$ cat src/rtl/fetch_queue.sv
// ---------------------------------------------------------------------------
// fetch_queue
//
// Instruction-fetch front end with a small prefetch buffer. It walks the
// program counter sequentially and keeps one word request outstanding on
// the memory side. Responses are stored as {pc, instr} pairs in a circular
// buffer and handed to decode through a valid/ready handshake. A branch
// redirect flushes the buffer and restarts fetch at a new address. If the
// redirect arrives while a request is in flight, that request's response is
// thrown away.
//
// Optional build macro:
//   FETCH_QUEUE_BYPASS_EN - When the queue is empty and decode is ready, a
//                           memory response is forwarded combinationally to
//                           out_* in the same cycle as mem_ack. The response
//                           is not stored in the buffer. Without the macro
//                           there is no combinational path from mem_* to
//                           out_*.
//
// Parameters:
//   XLEN     - address/data width
//   DEPTH    - number of buffer entries (power of two, >= 2)
//   RESET_PC - first fetch address after reset
//   PC_STEP  - byte increment between sequential fetches
//
// Ports:
//   clk          in   rising-edge clock
//   rst_n        in   asynchronous active-low reset
//   mem_req      out  fetch request, held until mem_ack
//   mem_addr     out  fetch address, stable while mem_req=1
//   mem_ack      in   response strobe, mem_rdata valid this cycle
//   mem_rdata    in   fetched instruction word
//   redirect     in   flush the buffer and restart fetch
//   redirect_pc  in   restart address (bits [1:0] ignored)
//   out_valid    out  head entry valid
//   out_ready    in   decode accepts the head entry
//   out_pc       out  head entry PC
//   out_instr    out  head entry instruction
// ---------------------------------------------------------------------------
module fetch_queue #(
   parameter int              XLEN     = 32,
   parameter int              DEPTH    = 4,
   parameter logic [XLEN-1:0] RESET_PC = '0,
   parameter int              PC_STEP  = 4
) (
   input  logic            clk,
   input  logic            rst_n,
   output logic            mem_req,
   output logic [XLEN-1:0] mem_addr,
   input  logic            mem_ack,
   input  logic [XLEN-1:0] mem_rdata,
   input  logic            redirect,
   input  logic [XLEN-1:0] redirect_pc,
   output logic            out_valid,
   input  logic            out_ready,
   output logic [XLEN-1:0] out_pc,
   output logic [XLEN-1:0] out_instr
);

   localparam int PW = $clog2(DEPTH);
   localparam int CW = PW + 1;

   typedef enum logic [1:0] {
      ST_IDLE,
      ST_WAIT,
      ST_DISCARD
   } state_t;

   // ------------------------------------------------------------------
   // State
   // ------------------------------------------------------------------
   state_t            state_q,    state_d;
   logic [CW-1:0]     count_q,    count_d;
   logic [PW-1:0]     rd_ptr_q,   rd_ptr_d;
   logic [PW-1:0]     wr_ptr_q,   wr_ptr_d;
   logic              mem_req_q,  mem_req_d;
   logic [XLEN-1:0]   mem_addr_q, mem_addr_d;
   logic [XLEN-1:0]   fetch_pc_q, fetch_pc_d;

   logic [XLEN-1:0]   pc_mem_q    [DEPTH];
   logic [XLEN-1:0]   instr_mem_q [DEPTH];

   // ------------------------------------------------------------------
   // Handshake decode
   // ------------------------------------------------------------------
   logic            head_valid;
   logic            pop;
   logic            ack_ok;
   logic            bypass;
   logic            push;
   logic [CW-1:0]   count_nr;
   logic            space;
   logic [XLEN-1:0] redirect_pc_al;
   logic [XLEN-1:0] next_addr;

   assign head_valid = (count_q != '0);

   // A redirect flushes the buffer, so nothing may leave it that cycle.
   assign pop    = head_valid & out_ready & ~redirect;

   // Response for a live request (not one that is being discarded).
   assign ack_ok = (state_q == ST_WAIT) & mem_ack & ~redirect;

`ifdef FETCH_QUEUE_BYPASS_EN
   // An empty buffer with decode ready: forward the response directly
   // instead of storing it and presenting it a cycle later.
   assign bypass = ack_ok & ~head_valid & out_ready;
`else
   assign bypass = 1'b0;
`endif

   assign push = ack_ok & ~bypass;

   // Occupancy after this cycle's pop/push. It decides whether a
   // back-to-back request can go out without overrunning the buffer.
   assign count_nr = count_q - CW'(pop) + CW'(push);
   assign space    = (count_nr < CW'(DEPTH));

   assign redirect_pc_al = redirect_pc & ~XLEN'(3);
   assign next_addr      = mem_addr_q + XLEN'(PC_STEP);

   // ------------------------------------------------------------------
   // Next-state logic
   // ------------------------------------------------------------------
   always_comb begin
      state_d    = state_q;
      count_d    = count_q;
      rd_ptr_d   = rd_ptr_q;
      wr_ptr_d   = wr_ptr_q;
      mem_req_d  = mem_req_q;
      mem_addr_d = mem_addr_q;
      fetch_pc_d = fetch_pc_q;

      if (redirect) begin
         count_d    = '0;
         rd_ptr_d   = '0;
         wr_ptr_d   = '0;
         fetch_pc_d = redirect_pc_al;
         unique case (state_q)
            ST_IDLE: state_d = ST_IDLE;
            ST_WAIT: begin
               if (mem_ack) begin
                  state_d   = ST_IDLE;
                  mem_req_d = 1'b0;
               end else begin
                  // The request must stay stable until it is acked, so
                  // keep it up and drop its response later.
                  state_d = ST_DISCARD;
               end
            end
            ST_DISCARD: begin
               if (mem_ack) begin
                  state_d   = ST_IDLE;
                  mem_req_d = 1'b0;
               end
            end
            default: begin
               state_d   = ST_IDLE;
               mem_req_d = 1'b0;
            end
         endcase
      end else begin
         count_d  = count_nr;
         rd_ptr_d = rd_ptr_q + PW'(pop);
         wr_ptr_d = wr_ptr_q + PW'(push);
         unique case (state_q)
            ST_IDLE: begin
               if (count_q < CW'(DEPTH)) begin
                  state_d    = ST_WAIT;
                  mem_req_d  = 1'b1;
                  mem_addr_d = fetch_pc_q;
               end
            end
            ST_WAIT: begin
               if (mem_ack) begin
                  fetch_pc_d = next_addr;
                  if (space) begin
                     mem_addr_d = next_addr;
                  end else begin
                     state_d   = ST_IDLE;
                     mem_req_d = 1'b0;
                  end
               end
            end
            ST_DISCARD: begin
               if (mem_ack) begin
                  state_d   = ST_IDLE;
                  mem_req_d = 1'b0;
               end
            end
            default: begin
               state_d   = ST_IDLE;
               mem_req_d = 1'b0;
            end
         endcase
      end
   end

   // ------------------------------------------------------------------
   // Control registers
   // ------------------------------------------------------------------
   always_ff @(posedge clk or negedge rst_n) begin
      if (!rst_n) begin
         state_q    <= ST_IDLE;
         count_q    <= '0;
         rd_ptr_q   <= '0;
         wr_ptr_q   <= '0;
         mem_req_q  <= 1'b0;
         mem_addr_q <= RESET_PC;
         fetch_pc_q <= RESET_PC;
      end else begin
         state_q    <= state_d;
         count_q    <= count_d;
         rd_ptr_q   <= rd_ptr_d;
         wr_ptr_q   <= wr_ptr_d;
         mem_req_q  <= mem_req_d;
         mem_addr_q <= mem_addr_d;
         fetch_pc_q <= fetch_pc_d;
      end
   end

   // ------------------------------------------------------------------
   // Entry storage. It is cleared on reset so out_pc/out_instr read as
   // zero until the first entry lands.
   // ------------------------------------------------------------------
   always_ff @(posedge clk or negedge rst_n) begin
      if (!rst_n) begin
         for (int i = 0; i < DEPTH; i++) begin
            pc_mem_q[i]    <= '0;
            instr_mem_q[i] <= '0;
         end
      end else if (push) begin
         pc_mem_q[wr_ptr_q]    <= mem_addr_q;
         instr_mem_q[wr_ptr_q] <= mem_rdata;
      end
   end

   // ------------------------------------------------------------------
   // Outputs
   // ------------------------------------------------------------------
   assign mem_req   = mem_req_q;
   assign mem_addr  = mem_addr_q;
   assign out_valid = head_valid | bypass;
   assign out_pc    = bypass ? mem_addr_q : pc_mem_q[rd_ptr_q];
   assign out_instr = bypass ? mem_rdata  : instr_mem_q[rd_ptr_q];

endmodule

$ cat config.mk
export PLATFORM = sky130hd
export DESIGN_NAME = fetch_queue
export DESIGN_NICKNAME = d
export VERILOG_FILES = /design/src/rtl/fetch_queue.sv
export SDC_FILE = /design/constraint.sdc
export NUM_CORES = 1
export LEC_CHECK = 0
export BUFFER_PORTS_ARGS = -buffer_cell sky130_fd_sc_hd__buf_2
export CORE_ASPECT_RATIO = 0.6
export CORE_MARGIN = 4
export CORE_UTILIZATION = 25
export CTS_BUF_LIST = sky130_fd_sc_hd__clkbuf_8
export DETAILED_ROUTE_END_ITERATION = 12
export GPL_ROUTABILITY_DRIVEN = 0
export PLACE_DENSITY_LB_ADDON = 0.2
export SYNTH_ARGS = -nofsm -noshare
export SYNTH_HDL_FRONTEND = slang
export SYNTH_SLANG_ARGS = --single-unit
$ cat constraint.sdc
create_clock -name clk -period 4.31 [get_ports clk]
set_clock_uncertainty 0.2 [all_clocks]
set_input_delay 0.862 -clock clk [delete_from_list [all_inputs] [get_ports clk]]
set_output_delay 0.862 -clock clk [all_outputs]
set_load 0.01 [all_outputs]
==> results of run 1 <==
## cell usage in the layout, fill, tap and decap left out, drive strengths merged, types with 6 or more instances in the layout
cell type / count
inv: 31
a22oi: 7
xnor2: 11
o22ai: 17
nand4: 15
mux2: 255
dfrtp: 330
nor2b: 6
xor2: 12
bufinv: 6
mux2i: 23
nor3: 24
nor2: 29
ha: 8
clkbuf: 71
and3: 6
nand2: 72
or3: 7
mux4: 64
o21ai: 44
a21oi: 28
nand3: 20
a31oi: 8
o31ai: 6
buf: 194
nor4: 14
## worst paths after layout
check / slack [ns] / end
worst min register to register: 0.29 / pc_mem_q[17]
min in group asynchronous: 0.56 / pc_mem_q[109]
worst min-delay path: 0.22 / fetch_pc_q[2]
worst max-delay path: 0.58 / mem_addr[26]
max in group asynchronous: 2.35 / pc_mem_q[57]
worst max register to register: 0.58 / mem_addr[26]
## metrics by stage
step | total power, µW | hold WS (ns)
floorplan | 7000 | 0.245
global placement | 8440 | 0.273
detailed placement | 8530 | 0.286
CTS | 11800 | 0.124
global route | 12400 | 0.175
finish | 11600 | 0.224
## routing by layer
| metal | up-vias | GRT usage (%) |
|---|---|---|
| met4 | 4 | 3.67 |
| met1 | 5417 | 20.6 |
| met2 | 231 | 19.4 |
| li1 | 4682 | - |
| met3 | 74 | 3.06 |
| met5 | - | 0 |
## Yosys cell counts (3+ instances only)
cell type  count  area (µm²)
buf_1         10        37.5
o21ai_0       44         220
nor2_1        28         105
nand2b_1       5        31.3
nand2_1       72         270
and3_1         6        37.5
nor3_1        22         110
nor3b_1        5        37.5
a211oi_1       3        22.5
or3_1          7        43.8
inv_1         10        37.5
o221ai_1       4        35.0
a31oi_1        8        50.1
o22ai_1       17         106
and2_1         5        31.3
o31ai_1        6        45.0
a21oi_1       28         140
buf_2         28         140
ha_1           8         100
a22oi_1        7        52.6
clkbuf_1      51         191
and4_1         5        43.8
a21o_1         4        30.0
xor2_1        12         105
nor2b_1        6        37.5
xnor2_1       11        96.3
dfrtp_1      330        8260
mux2_2       255        2870
nand4_1       14        87.6
buf_6          7        78.8
nor4_1        12        75.1
mux4_2        64        1440
nand3_1       20         100
buf_4          4        30.0
mux2i_1       23         230
## power by group
| group | switching, µW | internal, µW |
|---|---|---|
| registers | 894 | 3880 |
| logic | 1830 | 1810 |
| clock network | 1370 | 1830 |
| total | 4090 | 7520 |
## registers in the layout, summed over array words and instances, names as in the netlist
signal / cells
instr_mem_q: 128
pc_mem_q: 128
fetch_pc_q: 32
mem_addr: 32
count_q: 3
rd_ptr_q: 2
state_q: 2
wr_ptr_q: 2
mem_req: 1
## worst max-delay path: cells and delay by family, from the launching register on
family / cells / cell delay (ns)
multiplexers: 1 / 0.21
XOR/XNOR: 1 / 0.35
buffers and inverters: 2 / 0.10
flip-flops: 1 / 0.48
AND/OR/NAND/NOR: 4 / 1.34
AO/OA/AOI/OAI: 1 / 0.09
adder cells (fa/ha/maj): 3 / 0.80
## area by class of cell
cell class,count,area [µm²],share of cell area (%)
clock buffers,71,977,5.22
clock inverters,32,287,1.53
inverters,10,37.5,0.201
multi-input cells,736,6960,37.2
flip-flops and latches,330,8270,44.2
well taps,828,1040,5.54
repair buffers,195,1150,6.16
## kinds of logic after synthesis
group / synth area share, %
mux: 28.9
flops: 52.6
simple gates: 7.24
compound gates: 5.59
buf+inv: 3.28
xor+xnor: 1.59
fa+ha+maj: 0.765
## repair_timing
item / CTS / global route
hold buffers: 1 / 0
gates resized for setup: 0 / 0
setup endpoints to repair: 0 / 0
hold endpoints to repair: 46 / 0
==> results.json, run 1 <==
{
  "status": "complete, no violations",
  "synth_nets": 1254,
  "reg2reg_depth": 12,
  "cp.arrival_ns": 4.03,
  "cp-end-kind": "flip-flop",
  "core-area_um2": 61600,
  "period_share_pct": 86.7,
  "fin_util_pct": 30.4,
  "irDropWorstVdd_mv": 0.194,
  "via_per_inst": 4.73,
  "synth.cell_area_um2": 15700,
  "diodes": 0,
  "drt-total-wl_mm": 45.5,
  "routed-wl-met3_mm": 2.30,
  "worstPathMaxFanout": 9,
  "max_freq_ghz": 0.268,
  "grt_pass1_vias": 11000,
  "fillCellCount": 6253,
  "relSlewSlack_pct": 34.9,
  "min_path_type": "input port to flip-flop",
  "max-cap-violations": 0,
  "tritoncts": "yes",
  "die_area_um2": 67000,
  "track_usage_pct": 13.6,
  "path_clk_slew_ns": 0.06,
  "finalInstanceArea_um2": 18700,
  "ant_nets": 0,
  "p_leak_uw": 0.00853,
  "setup_ws_ns": 0.575,
  "maxUsedRoutingLayer": "met5",
  "layout-drive-gt1-share_pct": 44.4,
  "cts.htree.levels": 2,
  "holdCritStartpoint": "redirect_pc[2]",
  "maxSlewViolCount": 0,
  "rr_startpoint": "count_q[2]",
  "drc_errors": 0,
  "fin_cells": 2202,
  "root_buffer": "clkbuf_8",
  "m1WireLength_mm": 23.1,
  "pre_cts_slack_ns": 0.499,
  "slowest_stage": "dfrtp_1",
  "critPathMaxStageDelay_ns": 0.48,
  "final-hold-violation-count": 0,
  "crit_path_start": "count_q[2]",
  "clock_sinks": 330,
  "dp_hpwl_mm": 28.7,
  "synth_seq_cells": 330,
  "io_pins": 167,
  "cp_cell_sequence": "or3_1 > and3b_1 > ha_1 > inv_1 > ha_1 > inv_1 > fa_1 > xnor3_1 > nand4_1 > nor3_1 > mux2i_1 > o21ai_0",
  "grt_setup_unrepaired": "false",
  "dp_cells": 2098,
  "setup-violations-final": 0,
  "antenna_found_initial": 5,
  "grt_overflow": 0,
  "drt-initial-drc-count": 544,
  "wire_per_inst_um": 20.7,
  "post_cts_buffers": 0,
  "async_flop_share_pct": 100,
  "synthToLayoutAreaGrowth_pct": 19.2,
  "hold_path_depth": 3,
  "cts.path.max_buffers": 3,
  "final_nets": 1409,
  "start_util_pct": 25.5,
  "synth_cell_types": 62,
  "grt_pass1_wl_mm": 70.8,
  "syn_avg_cell_area_um2": 13.4,
  "ys.flop_type": "dfrtp_1",
  "io_buffers": 164,
  "place_area_um2": 17400,
  "synth_edf_count": 0,
  "finalSetupTns_ns": 0,
  "drtPass1Iterations": 5,
  "cts_buffers": 58,
  "die_h_um": 202,
  "rows": 70,
  "num_vias": 10400,
  "grt_max_degree": 89,
  "die_width_um": 332,
  "synth_warnings": 0,
  "required_ns": 4.60,
  "wl_met2_mm": 19.1,
  "worst_pin_slew_ns": 0.969,
  "period_minus_slack_ns": 3.73,
  "clk_latency_ns": 0.64,
  "synth_seq_area_share_pct": 52.6,
  "crit_type": "flip-flop to flip-flop",
  "syn_inst": 1176,
  "power_density_nw_per_um2": 620,
  "cp-start-kind": "flip-flop"
}
Power figures use the tool's default switching activity.
==> run 2: changes to the inputs <==
--- a/config.mk
+++ b/config.mk
@@ -12,7 +12,6 @@
 export CTS_BUF_LIST = sky130_fd_sc_hd__clkbuf_8
 export DETAILED_ROUTE_END_ITERATION = 12
 export GPL_ROUTABILITY_DRIVEN = 0
-export PLACE_DENSITY_LB_ADDON = 0.2
 export SYNTH_ARGS = -nofsm -noshare
 export SYNTH_HDL_FRONTEND = slang
 export SYNTH_SLANG_ARGS = --single-unit
==> run 2 against run 1 <==
Against the previous run:
- non-clock buffer count decreased by 2
- critical endpoint is now mem_addr[31]
- via count is 1.4% higher
- flip-flop and latch count unchanged
- wire length shrank 3.1%
- worst hold slack improved by 0.010 ns
- worst setup slack got worse by 0.026 ns
- utilization down 0.22 points
- cell count down 0.36%
- final area is 0.72% lower
- largest cell class unchanged
- global-route usage fell by 0.47 points
==> results.json, run 2 (synthesis gave the netlist of run 1 again) <==
{
  "status": "complete, no violations",
  "clock_sinks": 330,
  "max_freq_ghz": 0.266,
  "track_usage_pct": 13.1,
  "cts.htree.levels": 2,
  "drc_errors": 0,
  "synthToLayoutAreaGrowth_pct": 18.3,
  "crit_family": "simple AND/OR/NAND/NOR gates",
  "grt_overflow": 0,
  "layout-drive-gt1-share_pct": 44.5,
  "start_util_pct": 25.5,
  "final-hold-violation-count": 0,
  "period_share_pct": 87.3,
  "final_nets": 1402,
  "p_switching_uw": 4100,
  "grt_pass1_wl_mm": 69.2,
  "worst_pin_slew_ns": 0.980,
  "comb_power_share_pct": 32.1,
  "drt-total-wl_mm": 44.1,
  "finalSetupTns_ns": 0,
  "io_pins": 167,
  "dp_hpwl_mm": 28.8,
  "critPathMaxStageDelay_ns": 0.50,
  "cp_cell_sequence": "or3_1 > and3b_1 > ha_1 > inv_1 > ha_1 > inv_1 > fa_1 > xor3_2 > buf_4 > nor4_1 > a31oi_1 > a221oi_1 > o31a_1",
  "required_ns": 4.70,
  "slowest_stage": "dfrtp_1",
  "grt_setup_unrepaired": "false",
  "layout_common_cells": "dfrtp_1 (328), mux2_2 (255), buf_2 (163)",
  "reg_top3": "instr_mem_q x128, pc_mem_q x128",
  "drtPass1Iterations": 5,
  "period_minus_slack_ns": 3.76,
  "ant_nets": 0,
  "cts_buffers": 53,
  "relSlewSlack_pct": 34.4,
  "min_path_type": "input port to flip-flop",
  "crit_buf_inv": 3,
  "setup-violations-final": 0,
  "antenna_found_initial": 10,
  "die_width_um": 332,
  "place_area_um2": 17400,
  "clkPwrFrac_pct": 25.7,
  "max-cap-violations": 0,
  "tritoncts": "yes",
  "via_per_inst": 4.81,
  "core-area_um2": 61600,
  "swShare_pct": 36.1,
  "cts.path.max_buffers": 3,
  "p_leak_uw": 0.00844,
  "grt_pass1_vias": 11400,
  "internal-power_uw": 7260,
  "root_buffer": "clkbuf_8",
  "seq_area_um2": 8270,
  "p_seq_share_pct": 42.2,
  "die_area_um2": 67000,
  "die_h_um": 202,
  "clk_latency_ns": 0.65,
  "fin_util_pct": 30.2,
  "wire_per_inst_um": 20.1,
  "power_density_nw_per_um2": 611,
  "irDropWorstVdd_mv": 0.343,
  "final_common_cell": "dfrtp_1",
  "maxSlewViolCount": 0,
  "grt_max_degree": 100,
  "rows": 70,
  "num_vias": 10600,
  "cts_resized": 0,
  "finalInstanceArea_um2": 18600,
  "cp.arrival_ns": 4.15,
  "cp-end-kind": "flip-flop",
  "fillCellCount": 6227,
  "worstPathMaxFanout": 15,
  "multiInputGateArea_um2": 6960,
  "drt-initial-drc-count": 739,
  "io_buffers": 164,
  "cp-start-kind": "flip-flop",
  "path_clk_slew_ns": 0.07,
  "crit_type": "flip-flop to flip-flop"
}
## run 2: cell types whose count changed in the layout (fill, tap and decap cells not counted), sizes merged
cell    before  now
buf        194  192
bufinv       6    1
clkbuf      71   74
diode        0    1
inv         31   26
## run 2: layout make-up
class	count	area share, %
repair buffers	193	6.13
inverters	10	0.202
flip-flops and latches	330	44.5
clock buffers	74	5.48
multi-input cells	736	37.5
well taps	828	5.58
diodes	1	0.0135
clock inverters	22	0.660
## run 2: per-layer routing
layer | part of all wire [%] | track usage (%) | up-vias
met5 | 0.061 | 0 | -
met4 | 2.4 | 3.84 | 4
met3 | 6.5 | 3.16 | 86
met2 | 44 | 19.6 | 317
met1 | 47 | 18.9 | 5479
li1 | - | - | 4668
## run 2: final timing paths
path / start / to / slack (ns) / depth (start not counted)
worst max-delay path: count_q[2] / mem_addr[31] / 0.55 / 13
worst min-delay path: redirect_pc[4] / fetch_pc_q[4] / 0.23 / 3
worst max register to register: count_q[2] / mem_addr[31] / 0.55 / 13
worst min register to register: pc_mem_q[16] / pc_mem_q[16] / 0.29 / 2
max in group asynchronous: rst_n / pc_mem_q[47] / 2.23 / 3
min in group asynchronous: rst_n / instr_mem_q[95] / 0.63 / 2
## run 2: repair_timing
action	4_1_cts	5_1_grt
setup buffers	0	0
hold endpoints to repair	30	0
hold buffers	1	0
## run 2: power by group through the flow
stage | Sequential (µW) | Clock, µW | Combinational [µW]
finish | 4800 | 2920 | 3640
global route | 4930 | 3190 | 3980
CTS | 4800 | 3050 | 3680
detailed placement | 4850 | 0 | 3670
global placement | 4770 | 0 | 3570
floorplan | 4330 | 0 | 2670
## run 2: worst reg2reg max path, stage by stage, from the launching register on
cell	delay, ns
dfrtp_1	0.50
or3_1	0.46
and3b_1	0.22
ha_1	0.27
inv_1	0.06
ha_1	0.13
inv_1	0.05
fa_1	0.40
xor3_2	0.27
buf_4	0.22
nor4_1	0.33
a31oi_1	0.13
a221oi_1	0.28
o31a_1	0.18
## run 2: metrics by stage
step           setup WS, ns  hold slack, ns  instances  power, µW
2_1_floorplan         0.190           0.245       1176       7000
3_3_place_gp          0.470           0.271       2096       8350
3_5_place_dp          0.413           0.272       2096       8520
4_1_cts               0.414           0.143       2193      11500
5_1_grt               0.357           0.177       2193      12100
6_report              0.549           0.234       2194      11400
